==> src/rtl/path_sched.sv <==
`default_nettype none
// +------------------------------------------------------------------------+
// | path_sched: Monte Carlo path scheduler feeding a pipelined price        |
// | generator and accumulating call payoffs.              Revision: 1.0     |
// +------------------------------------------------------------------------+
module path_sched #(
  parameter int LAT   = 3,
  parameter int ACC_W = 28
) (
  input  logic             clk,
  input  logic             rst,
  input  logic             start,
  input  logic [15:0]      num_paths,
  input  logic [9:0]       num_days,
  input  logic [11:0]      strike,
  input  logic             eps_valid,
  input  logic [12:0]      eps_data,
  output logic             eps_ready,
  output logic [12:0]      pg_epsilon,
  output logic             pg_issue,
  output logic             pg_first_day,
  input  logic [11:0]      pg_result,
  output logic             res_valid,
  output logic [11:0]      res_price,
  output logic [15:0]      res_path_idx,
  output logic [ACC_W-1:0] payoff_sum,
  output logic             busy,
  output logic             done
);

  localparam int CNT_W = (LAT < 1) ? 1 : $clog2(LAT + 1);
  localparam logic [CNT_W-1:0] LAT_C = CNT_W'(LAT);

  localparam logic [1:0] S_IDLE  = 2'd0;
  localparam logic [1:0] S_ISSUE = 2'd1;
  localparam logic [1:0] S_WAIT  = 2'd2;
  localparam logic [1:0] S_DONE  = 2'd3;

  logic [1:0]       state_q, state_d;
  logic [15:0]      np_q, np_d;
  logic [9:0]       nd_q, nd_d;
  logic [11:0]      strike_q, strike_d;
  logic [9:0]       day_q, day_d;
  logic [15:0]      path_q, path_d;
  logic [CNT_W-1:0] wait_cnt_q, wait_cnt_d;
  logic             eps_ready_q, eps_ready_d;
  logic [12:0]      pg_epsilon_q, pg_epsilon_d;
  logic             pg_issue_q, pg_issue_d;
  logic             pg_first_day_q, pg_first_day_d;
  logic             res_valid_q, res_valid_d;
  logic [11:0]      res_price_q, res_price_d;
  logic [15:0]      res_path_idx_q, res_path_idx_d;
  logic [ACC_W-1:0] payoff_q, payoff_d;
  logic             busy_q, busy_d;
  logic             done_q, done_d;

  logic        zero_run;
  logic        handshake;
  logic        wait_done;
  logic        last_day;
  logic        last_path;
  logic [11:0] excess;

  assign zero_run  = (num_paths == 16'd0) || (num_days == 10'd0);
  assign handshake = (state_q == S_ISSUE) && eps_valid && eps_ready_q;
  assign wait_done = (state_q == S_WAIT) && (wait_cnt_q == LAT_C);
  assign last_day  = (day_q == nd_q - 10'd1);
  assign last_path = (path_q == np_q - 16'd1);
  assign excess    = (pg_result > strike_q) ? (pg_result - strike_q) : 12'd0;

  always_ff @(posedge clk) begin
    if (rst) begin
      state_q <= S_IDLE;
    end else begin
      state_q <= state_d;
    end
  end

  always_comb begin
    state_d = state_q;
    case (state_q)
      S_IDLE:  if (start) state_d = zero_run ? S_DONE : S_ISSUE;
      S_ISSUE: if (handshake) state_d = S_WAIT;
      S_WAIT:  if (wait_done) state_d = (last_day && last_path) ? S_DONE : S_ISSUE;
      S_DONE:  state_d = S_IDLE;
      default: state_d = S_IDLE;
    endcase
  end

  // Status flags are decoded from the next state so they line up with the state register.
  always_comb begin
    np_d           = np_q;
    nd_d           = nd_q;
    strike_d       = strike_q;
    day_d          = day_q;
    path_d         = path_q;
    wait_cnt_d     = wait_cnt_q;
    pg_epsilon_d   = pg_epsilon_q;
    res_price_d    = res_price_q;
    res_path_idx_d = res_path_idx_q;
    payoff_d       = payoff_q;
    pg_issue_d     = 1'b0;
    pg_first_day_d = 1'b0;
    res_valid_d    = 1'b0;
    eps_ready_d    = (state_d == S_ISSUE);
    busy_d         = (state_d == S_ISSUE) || (state_d == S_WAIT);
    done_d         = (state_d == S_DONE);

    case (state_q)
      S_IDLE: begin
        if (start) begin
          np_d     = num_paths;
          nd_d     = num_days;
          strike_d = strike;
          payoff_d = '0;
          day_d    = 10'd0;
          path_d   = 16'd0;
        end
      end
      S_ISSUE: begin
        if (handshake) begin
          pg_epsilon_d   = eps_data;
          pg_issue_d     = 1'b1;
          pg_first_day_d = (day_q == 10'd0);
          wait_cnt_d     = '0;
        end
      end
      S_WAIT: begin
        if (!wait_done) begin
          wait_cnt_d = wait_cnt_q + CNT_W'(1);
        end else if (last_day) begin
          res_valid_d    = 1'b1;
          res_price_d    = pg_result;
          res_path_idx_d = path_q;
          payoff_d       = payoff_q + ACC_W'(excess);
          day_d          = 10'd0;
          path_d         = path_q + 16'd1;
        end else begin
          day_d = day_q + 10'd1;
        end
      end
      default: ;
    endcase
  end

  always_ff @(posedge clk) begin
    if (rst) begin
      np_q           <= '0;
      nd_q           <= '0;
      strike_q       <= '0;
      day_q          <= '0;
      path_q         <= '0;
      wait_cnt_q     <= '0;
      eps_ready_q    <= 1'b0;
      pg_epsilon_q   <= '0;
      pg_issue_q     <= 1'b0;
      pg_first_day_q <= 1'b0;
      res_valid_q    <= 1'b0;
      res_price_q    <= '0;
      res_path_idx_q <= '0;
      payoff_q       <= '0;
      busy_q         <= 1'b0;
      done_q         <= 1'b0;
    end else begin
      np_q           <= np_d;
      nd_q           <= nd_d;
      strike_q       <= strike_d;
      day_q          <= day_d;
      path_q         <= path_d;
      wait_cnt_q     <= wait_cnt_d;
      eps_ready_q    <= eps_ready_d;
      pg_epsilon_q   <= pg_epsilon_d;
      pg_issue_q     <= pg_issue_d;
      pg_first_day_q <= pg_first_day_d;
      res_valid_q    <= res_valid_d;
      res_price_q    <= res_price_d;
      res_path_idx_q <= res_path_idx_d;
      payoff_q       <= payoff_d;
      busy_q         <= busy_d;
      done_q         <= done_d;
    end
  end

  assign eps_ready    = eps_ready_q;
  assign pg_epsilon   = pg_epsilon_q;
  assign pg_issue     = pg_issue_q;
  assign pg_first_day = pg_first_day_q;
  assign res_valid    = res_valid_q;
  assign res_price    = res_price_q;
  assign res_path_idx = res_path_idx_q;
  assign payoff_sum   = payoff_q;
  assign busy         = busy_q;
  assign done         = done_q;

endmodule
`default_nettype wire

==> config.mk <==
export PLATFORM = sky130hd
export DESIGN_NAME = path_sched
export DESIGN_NICKNAME = d
export VERILOG_FILES = /design/src/rtl/path_sched.sv
export SDC_FILE = /design/constraint.sdc
export NUM_CORES = 1
export LEC_CHECK = 0
export ABC_AREA = 0
export CORE_ASPECT_RATIO = 0.75
export CORE_MARGIN = 2
export CORE_UTILIZATION = 35
export CTS_CLUSTER_SIZE = 16
export DETAILED_ROUTE_END_ITERATION = 10
export SETUP_SLACK_MARGIN = 0.4
export SLEW_MARGIN = 10
export SYNTH_ARGS = -nofsm -noshare
export SYNTH_HDL_FRONTEND = slang
export SYNTH_SLANG_ARGS = --single-unit
==> constraint.sdc <==
create_clock -name clk -period 8.9 [get_ports clk]
set_clock_uncertainty 0.15 [all_clocks]
set_input_delay 0.89 -clock clk [delete_from_list [all_inputs] [get_ports clk]]
set_output_delay 0.89 -clock clk [all_outputs]
set_load 0.1 [all_outputs]
### After elaboration in Yosys (flattened, before gate mapping)

Index checks and enable logic that the tools add are counted.

* flip-flop bits (word level): 143
* bits of input ports: 67
* output and inout bits: 75
* word-level logic and storage cells: 88

* add/subtract/negate cells: 7
* magnitude comparators: 1
* eq/ne operators: 14
* mux-type cells: 24
* bitwise operators: 4
* reduce and logical (&&, ||, !) cells: 21

Operator list (number)
* two-way mux 28 bit: 3
* one-hot mux 28 bit (2 select lines): 1
* two-way mux 16 bit: 3
* one-hot mux 16 bit (2 select lines): 1
* two-way mux 10 bit: 3
* adder 28 x 12 -> 28 bit: 1
* logical NOT 10 bit: 2
* one-hot mux 10 bit (2 select lines): 1
* adder 16 x 1 -> 16 bit (second input constant): 1
* equality test 16 bit: 1
* logical NOT 16 bit: 1
* subtractor 16 x 1 -> 16 bit (second input constant): 1
* two-way mux 2 bit: 7
* greater-than comparator 12 bit: 1
* two-way mux 12 bit: 1
* subtractor 12 bit: 1
* adder 10 x 1 -> 10 bit (second input constant): 1
* equality test 10 bit: 1
* equality test 2 bit (second input constant): 5
* != test 2 bit (second input constant): 5
* subtractor 10 x 1 -> 10 bit (second input constant): 1
* AND reduction 3 bit: 3
* one-hot mux 2 bit (4 select lines): 1
* OR reduction 3 bit: 2
* other kinds (12): 23

### Depth between registers and ports, before layout

Gate-level depths: netlist (run 1).

* depth after elaboration: 8
* depth in mapped cells: 20
* mapped depth without buffers: 19

### Least setup slack after synthesis (run 1)

No wires, ideal clock.

* path kind: input to register
* start point: input port pg_result[9]
* end point: register payoff_q[24] (netlist: payoff_sum[24])
* setup time: 0.070 ns
* arrival time: 4.655 ns
* required time: 8.680 ns
* path slack: 4.024 ns
* stages: 18
* buffers on the path: 3
* path through: ha_1 > clkbuf_1 > nand3_1 > or4_1 > nand3_1 > nand2_1 > a41oi_1 > clkbuf_1 > nor3_1 > ha_1 > o21ai_0 > a21oi_1 > o311ai_0 > o21ai_0 > nand4_1 > clkbuf_1 > or3_1 > a21oi_1

* longest elaborated chain between the ends: 6
* elaborated cells between the ends (all ways): 7
* classes of those cells: add/sub (2); order compare (1); mux (4)

Ends and longest elaborated chain
* start: declaration: RTL line 22 `input logic [11:0] pg_result,`
* subtractor 12 bit or greater-than comparator 12 bit (tied branches): RTL line 69 `assign excess = (pg_result > strike_q) ? (pg_result - strike_q) : 12'd0;`
* two-way mux 12 bit (*): RTL line 69
* adder 28 x 12 -> 28 bit (*): RTL line 135 `payoff_d = payoff_q + ACC_W'(excess);`
* two-way mux 28 bit (*): RTL line 131 `end else if (last_day) begin`
* two-way mux 28 bit (*): RTL line 129 `if (!wait_done) begin`
* one-hot mux 28 bit (2 select lines) (*): RTL line 109 `case (state_q)`
* end signal: assignment: RTL line 178 `payoff_q <= payoff_d;`
* end: declaration: RTL line 53 `logic [ACC_W-1:0] payoff_q, payoff_d;`

Every way passes the cells marked *; elsewhere a longest branch is shown, timed or not. The select of a mux whose other input is x is not followed.
A chain may end at the register's enable or synchronous reset.

### Worst setup path after layout (run 1)

* start point: input port pg_result[2]
* end point: register payoff_q[18] (netlist: payoff_sum[18])

Same word-level chain as after synthesis.

==> run metrics, run 1 <==
status finished clean; Ys Warns 0; hold buffer count at CTS 0; Final HPWL DP 16,000 um; Max-Cap Viols 0; slowest CP cell a41oi_1; Clock Power Share 0.430; GPL Wtd Cong 0.939; cells along the critical path clkdlybuf4s50_1 -> ha_1 -> nor2b_1 -> o21ai_0 -> a21oi_1 -> o31ai_1 -> nand2_1 -> a41oi_1 -> nor3_1 -> ha_1 -> o21ai_0 -> a21oi_1 -> o311ai_0 -> o21ai_0 -> nand4_1 -> or3_1 -> a21oi_1; hold depth 2; post-synthesis cell count 990; pwr dens 167 nW/um^2; Top delay family on crit path compound AO/OA/AOI/OAI gates; critical path depth in cells 17; multi-input logic area 4390 um^2; Seq/Total Area, Yosys 0.375; Die Y 132 um; TritonCTS clock tree done; Worst-Margin Slew 1.06 ns; Net Sw Frac 0.283; largest net degree at the start of global routing 60; critical path startpoint category primary input; Sequential Power Share 0.410; critical path endpoint category register; top-area cell type share of the netlist area 0.375; Syn Std Cell Area 7630 um^2; Die W 174 um; final WL 22,400 um; Setup violations, final 0; die area 23,000 um^2; gr usage total 0.194; register area 2860 um^2; RSZ-0062 raised after global routing false; initial DRC count 470; FF-to-FF setup slack 3.64 ns; Final Hold Viols 0; syn nets 1,091; Vias/cell 5.22; Pre-antenna DRT Iters 5; Core ar. 21,200 um^2; Initial Util 0.359; grt ovf 0; worst skew pair latency 0.43 ns; largest area contributor in the netlist dfxtp_1; CTS HTree Levels 4; root buffer cell clkbuf_16; nets@finish 1,202; worst hold slack 0.304 ns; vias in the first global route 6,827; CP peak stage delay 0.73 ns; internal power 1.17 mW; most frequent cells in the layout nand2_1, dfxtp_1, clkdlybuf4s50_1; hold crit path type register to register; row cnt 46; PostCTS Resize Cnt 0; max frequency 171 MHz; synth top area cells dfxtp_1, nand2_1, a21oi_1; Setup TNS Final 0 ns; fill cell count 2,097; slew margin rel. 0.290; P_sw 0.463 mW; Crit Path Max Fanout 12; I/O Buffers 141; ys flop type dfxtp_1; Worst Path Required 9.08 ns; initial antenna violation count 1; Clock Sinks 143; Avg Cell Area, Syn 7.70 um^2; EDFF count, synth 0; Comb power frac 0.160; CP bufs+invs 1; VDD IR-drop max 122 uV; kind of critical path primary input to register; DRC viols 0; final worst path period need 5.85 ns; share of layout cells above drive strength 1 0.0503; post-route antenna net violation count 0; Vias 7,320; Netlist cell types 62; drt wl/cell 16.0 um; Synth Register Bits 143; commonest non-fill, non-tap cell in the layout nand2_1; Critical Path AT 6.03 ns; top-level I/O count 142; clock slew at reported path FFs 0.06 ns; area grow syn2layout 28.3%; r2r worst-path depth 17; global-route wire length before repair 36,000 um; cell leakage power 3.49 nW; Async SR Flop Fraction 0; Num CTS Buffers 17; setup bufs post-CTS 0; final cycle utilization of the critical path 0.658; clk buf depth 2; Slew Limit Fails 0
[layout make-up]
| type | count | area share |
|---|---|---|
| flip-flops and latches | 143 | 0.293 |
| repair buffers | 148 | 0.149 |
| clock inverters | 10 | 0.0106 |
| multi-input cells | 755 | 0.448 |
| inverters | 36 | 0.0138 |
| clock buffers | 22 | 0.0485 |
| diodes | 1 | 0.000256 |
| well taps | 288 | 0.0368 |
[layer usage]
| metal | track usage | wire [um] | vias to the layer above |
|---|---|---|---|
| met5 | 0 | 0 | - |
| met4 | 0.0672 | 453 | 0 |
| met3 | 0.0438 | 1210 | 30 |
| met2 | 0.280 | 9090 | 211 |
| met1 | 0.281 | 11600 | 3367 |
| li1 | - | - | 3712 |
[sequential cells by signal (all words and copies together) (netlist names), 12 cells and up]
signal	cells
payoff_sum	28
np_q	16
path_q	16
res_path_idx	16
pg_epsilon	13
res_price	12
strike_q	12
[worst min-delay path: cells and delay by family (launching register included)]
| kind | cells | cell delay (ns) |
|---|---|---|
| and+or+nand+nor | 1 | 0.05 |
| AOI/OAI and AO/OA | 1 | 0.05 |
| DFF | 1 | 0.31 |
[worst paths after layout]
| kind | start | endpoint |
|---|---|---|
| worst max-delay path | pg_result[2] | payoff_sum[18]$_SDFFE_PP0P_ |
| worst min-delay path | strike_q[5]$_SDFFE_PP0P_ | strike_q[5]$_SDFFE_PP0P_ |
| worst max register to register | strike_q[2]$_SDFFE_PP0P_ | payoff_sum[18]$_SDFFE_PP0P_ |
| worst min register to register | strike_q[5]$_SDFFE_PP0P_ | strike_q[5]$_SDFFE_PP0P_ |
[metrics by stage]
| step | util | area (um^2) | setup slack [ns] | instances | power [mW] |
|---|---|---|---|---|---|
| after floorplan | - | 7630 | 4.02 | 990 | 0.863 |
| after global placement | 0.433 | 9210 | 2.83 | 1370 | 0.943 |
| after detailed placement | 0.433 | 9210 | 2.72 | 1370 | 0.944 |
| after CTS | 0.461 | 9780 | 3.13 | 1402 | 1.65 |
| after global routing | 0.461 | 9780 | 2.47 | 1402 | 1.71 |
| final | 0.461 | 9790 | 3.05 | 1403 | 1.64 |
[synthesized netlist by cell type, types with 20 or more instances]
master,count
nand3_1,38
nor2_1,43
a21oi_1,135
nor2b_1,20
clkbuf_1,45
nor3_1,21
xnor2_1,30
ha_1,32
inv_1,36
o21ai_0,63
dfxtp_1,143
nand2_1,181
[cells by family (layout without fill, tap and decap cells)]
group                    count (synthesis)  count (layout)  synth area share
AND/OR/NAND/NOR                        404             404             0.257
AO/OA/AOI/OAI                          263             263             0.197
flip-flops                             143             143             0.375
buffers and inverters                   92             216            0.0497
XOR/XNOR                                47              47            0.0540
adder cells (fa/ha/maj)                 34              34            0.0577
multiplexers                             7               7           0.00968
other                                    0               1                 0
[power groups by stage]
stage	sequential (mW)	clock (mW)	combinational, mW
after floorplan	0.697	0	0.166
after global placement	0.685	0	0.258
after detailed placement	0.685	0	0.259
after CTS	0.671	0.717	0.261
after global routing	0.673	0.744	0.289
final	0.671	0.704	0.261
No activity file was read; power rests on OpenSTA's default activity.
==> run 2, diff against run 1 <==
clock period = 5.9 ns   (was 8.9 ns; I/O delays follow)
==> run 2 against run 1 <==
Largest cell class unchanged. Total power is 49% higher. Design area is 0.24% higher. Clock power is 46% higher. Die area stayed put. Core utilization is 0.11 points higher. Sequential power is 51% higher. Routed wire length is 0.54% higher. Sequential share of layout area is 0.071 points lower. Critical path depth is 4 higher. First-iteration DRC count is 23% higher. Non-clock buffer count is 4 higher.
==> run metrics, run 2 (synthesis gave the netlist of run 1 again) <==
initial DRC count 578 (+23%); Final Util 0.462 (+0.00112); vias in the first global route 6,893 (+0.97%); met2 WL 9690 um (+6.6%); kind of critical path primary input to register; Setup TNS Final 0 ns (unchanged); area grow syn2layout 28.6%; P_sw 0.718 mW (+55%); DP Area 9230 um^2 (+0.24%); Max-Cap Viols 0 (unchanged); critical path endpoint category register; Final Cell Area 9810 um^2 (+0.24%); largest net degree at the start of global routing 59 (-1.7%); GPL Wtd Cong 0.928 (-1.2%); Worst Path Required 6.11 ns (-2.97 ns); met1 WL 11,300 um (-3.3%); Vias/cell 5.26 (+0.82%); cell leakage power 3.49 nW (+0.25%); Die Y 132 um (unchanged); commonest non-fill, non-tap cell in the layout nand2_1; share of layout cells above drive strength 1 0.0564 (+0.00608); Clock Sinks 143 (unchanged); clock slew at reported path FFs 0.07 ns (about the same); die area 23,000 um^2 (unchanged); Final HPWL DP 16,200 um (+0.82%); VDD IR-drop max 177 uV (+45%); WL met3 1350 um (+12%); Slew Limit Fails 0 (unchanged); initial antenna violation count 2 (+1); DRC viols 0 (unchanged); critical path startpoint category primary input; TritonCTS clock tree done; max frequency 198 MHz; slew margin rel. 0.264 (-0.0263); final worst path period need 5.06 ns; row cnt 46 (unchanged); Critical Path AT 5.27 ns (-0.76 ns); Crit Path Max Fanout 12 (unchanged); hold crit path type register to register; Core ar. 21,200 um^2 (unchanged); post-route antenna net violation count 0 (unchanged); CTS HTree Levels 4 (unchanged); Num CTS Buffers 17 (unchanged); fill cell count 2,117 (+0.95%); internal power 1.72 mW (+47%); Initial Util 0.359 (unchanged); drt wl/cell 16.0 um (+0.26%); Setup violations, final 0 (unchanged); Setup WS post-layout 0.840 ns (-2.21 ns); status finished clean; top sig layer met5; max reg flops 28 (unchanged); root buffer cell clkbuf_16; clk buf depth 2 (unchanged); Final Hold Viols 0 (unchanged); register area 2860 um^2 (unchanged); Clock Power Share 0.421 (-0.009); I/O Buffers 141 (unchanged); Comb power frac 0.164 (+0.004); most frequent cells in the layout nand2_1, dfxtp_1, clkdlybuf4s50_1; pwr dens 249 nW/um^2 (+49%); Worst-Margin Slew 1.10 ns (+0.0394 ns); nets@finish 1,206 (+0.33%); global-route wire length before repair 36,400 um (+1.2%); final cycle utilization of the critical path 0.858; grt ovf 0 (unchanged); top-level I/O count 142 (unchanged); gr usage total 0.196 (+0.00237); Pre-antenna DRT Iters 5 (unchanged); Die W 174 um (unchanged); Net Sw Frac 0.294 (+0.0115); final WL 22,500 um (+0.54%); Sequential Power Share 0.415 (+0.005); Vias 7,401 (+1.1%); pre-CTS WS 0.379 ns (-2.34 ns); multi-input logic area 4400 um^2 (+0.34%); worst hold slack 0.303 ns (-0.00138 ns); worst skew pair latency 0.43 ns (about the same); RSZ-0062 raised after global routing false
==> run 2: worst paths after layout <==
kind | start | endpoint | slack, ns | depth (start not counted)
worst max-delay path | pg_result[0] | payoff_sum[26]$_SDFFE_PP0P_ | 0.84 | 21
worst min-delay path | pg_epsilon[10]$_SDFFE_PP0P_ | pg_epsilon[10]$_SDFFE_PP0P_ | 0.30 | 2
worst max register to register | strike_q[0]$_SDFFE_PP0P_ | payoff_sum[26]$_SDFFE_PP0P_ | 1.22 | 19
worst min register to register | pg_epsilon[10]$_SDFFE_PP0P_ | pg_epsilon[10]$_SDFFE_PP0P_ | 0.30 | 2
==> run 2: final cells by class <==
class	instances	share of cell area
timing repair buffer	152	0.152
clock buffer	19	0.0462
multi-input combinational	755	0.449
inverter	36	0.0138
tap	288	0.0367
antenna	1	0.000255
sequential	143	0.292
clock inverter	13	0.0106
==> run 2: power groups by stage <==
| stage | combinational [mW] | clock, mW | sequential, mW |
|---|---|---|---|
| 4_1_cts | 0.400 | 1.05 | 1.01 |
| 3_5_place_dp | 0.396 | 0 | 1.03 |
| 2_1_floorplan | 0.251 | 0 | 1.05 |
| 6_report | 0.400 | 1.03 | 1.01 |
| 3_3_place_gp | 0.393 | 0 | 1.03 |
| 5_1_grt | 0.442 | 1.09 | 1.02 |
==> run 2: through the flow <==
stage          power, mW  std cells
2_1_floorplan       1.30        990
3_3_place_gp        1.43       1373
3_5_place_dp        1.43       1373
4_1_cts             2.46       1405
5_1_grt             2.55       1406
6_report            2.44       1407
==> run 2: worst max-delay path, cell delays in order <==
cell and delay, ns:
clkdlybuf4s50_1 0.49, inv_1 0.07, ha_1 0.22, fa_1 0.41, nor2b_1 0.15, o21ai_0 0.12, a21oi_1 0.30, o31ai_1 0.16
nand2_1 0.11, a41oi_1 0.13, buf_4 0.19, nor3_1 0.23, ha_1 0.26, o21ai_0 0.11, a21oi_1 0.23, o311ai_0 0.22
o21ai_0 0.45, nand4_1 0.16, buf_4 0.22, or3_1 0.30, a21oi_1 0.14
==> run 2: routing by layer <==
metal,vias to the layer above,track usage
met1,3474,0.282
li1,3722,-
met3,14,0.0476
met5,-,0
met2,189,0.295
met4,2,0.0462
==> run 2: what timing repair did <==
item	in CTS	in global routing
buffers inserted	0	1
hold buffers	0	0
setup endpoints to repair	0	9
gates resized for setup	0	2
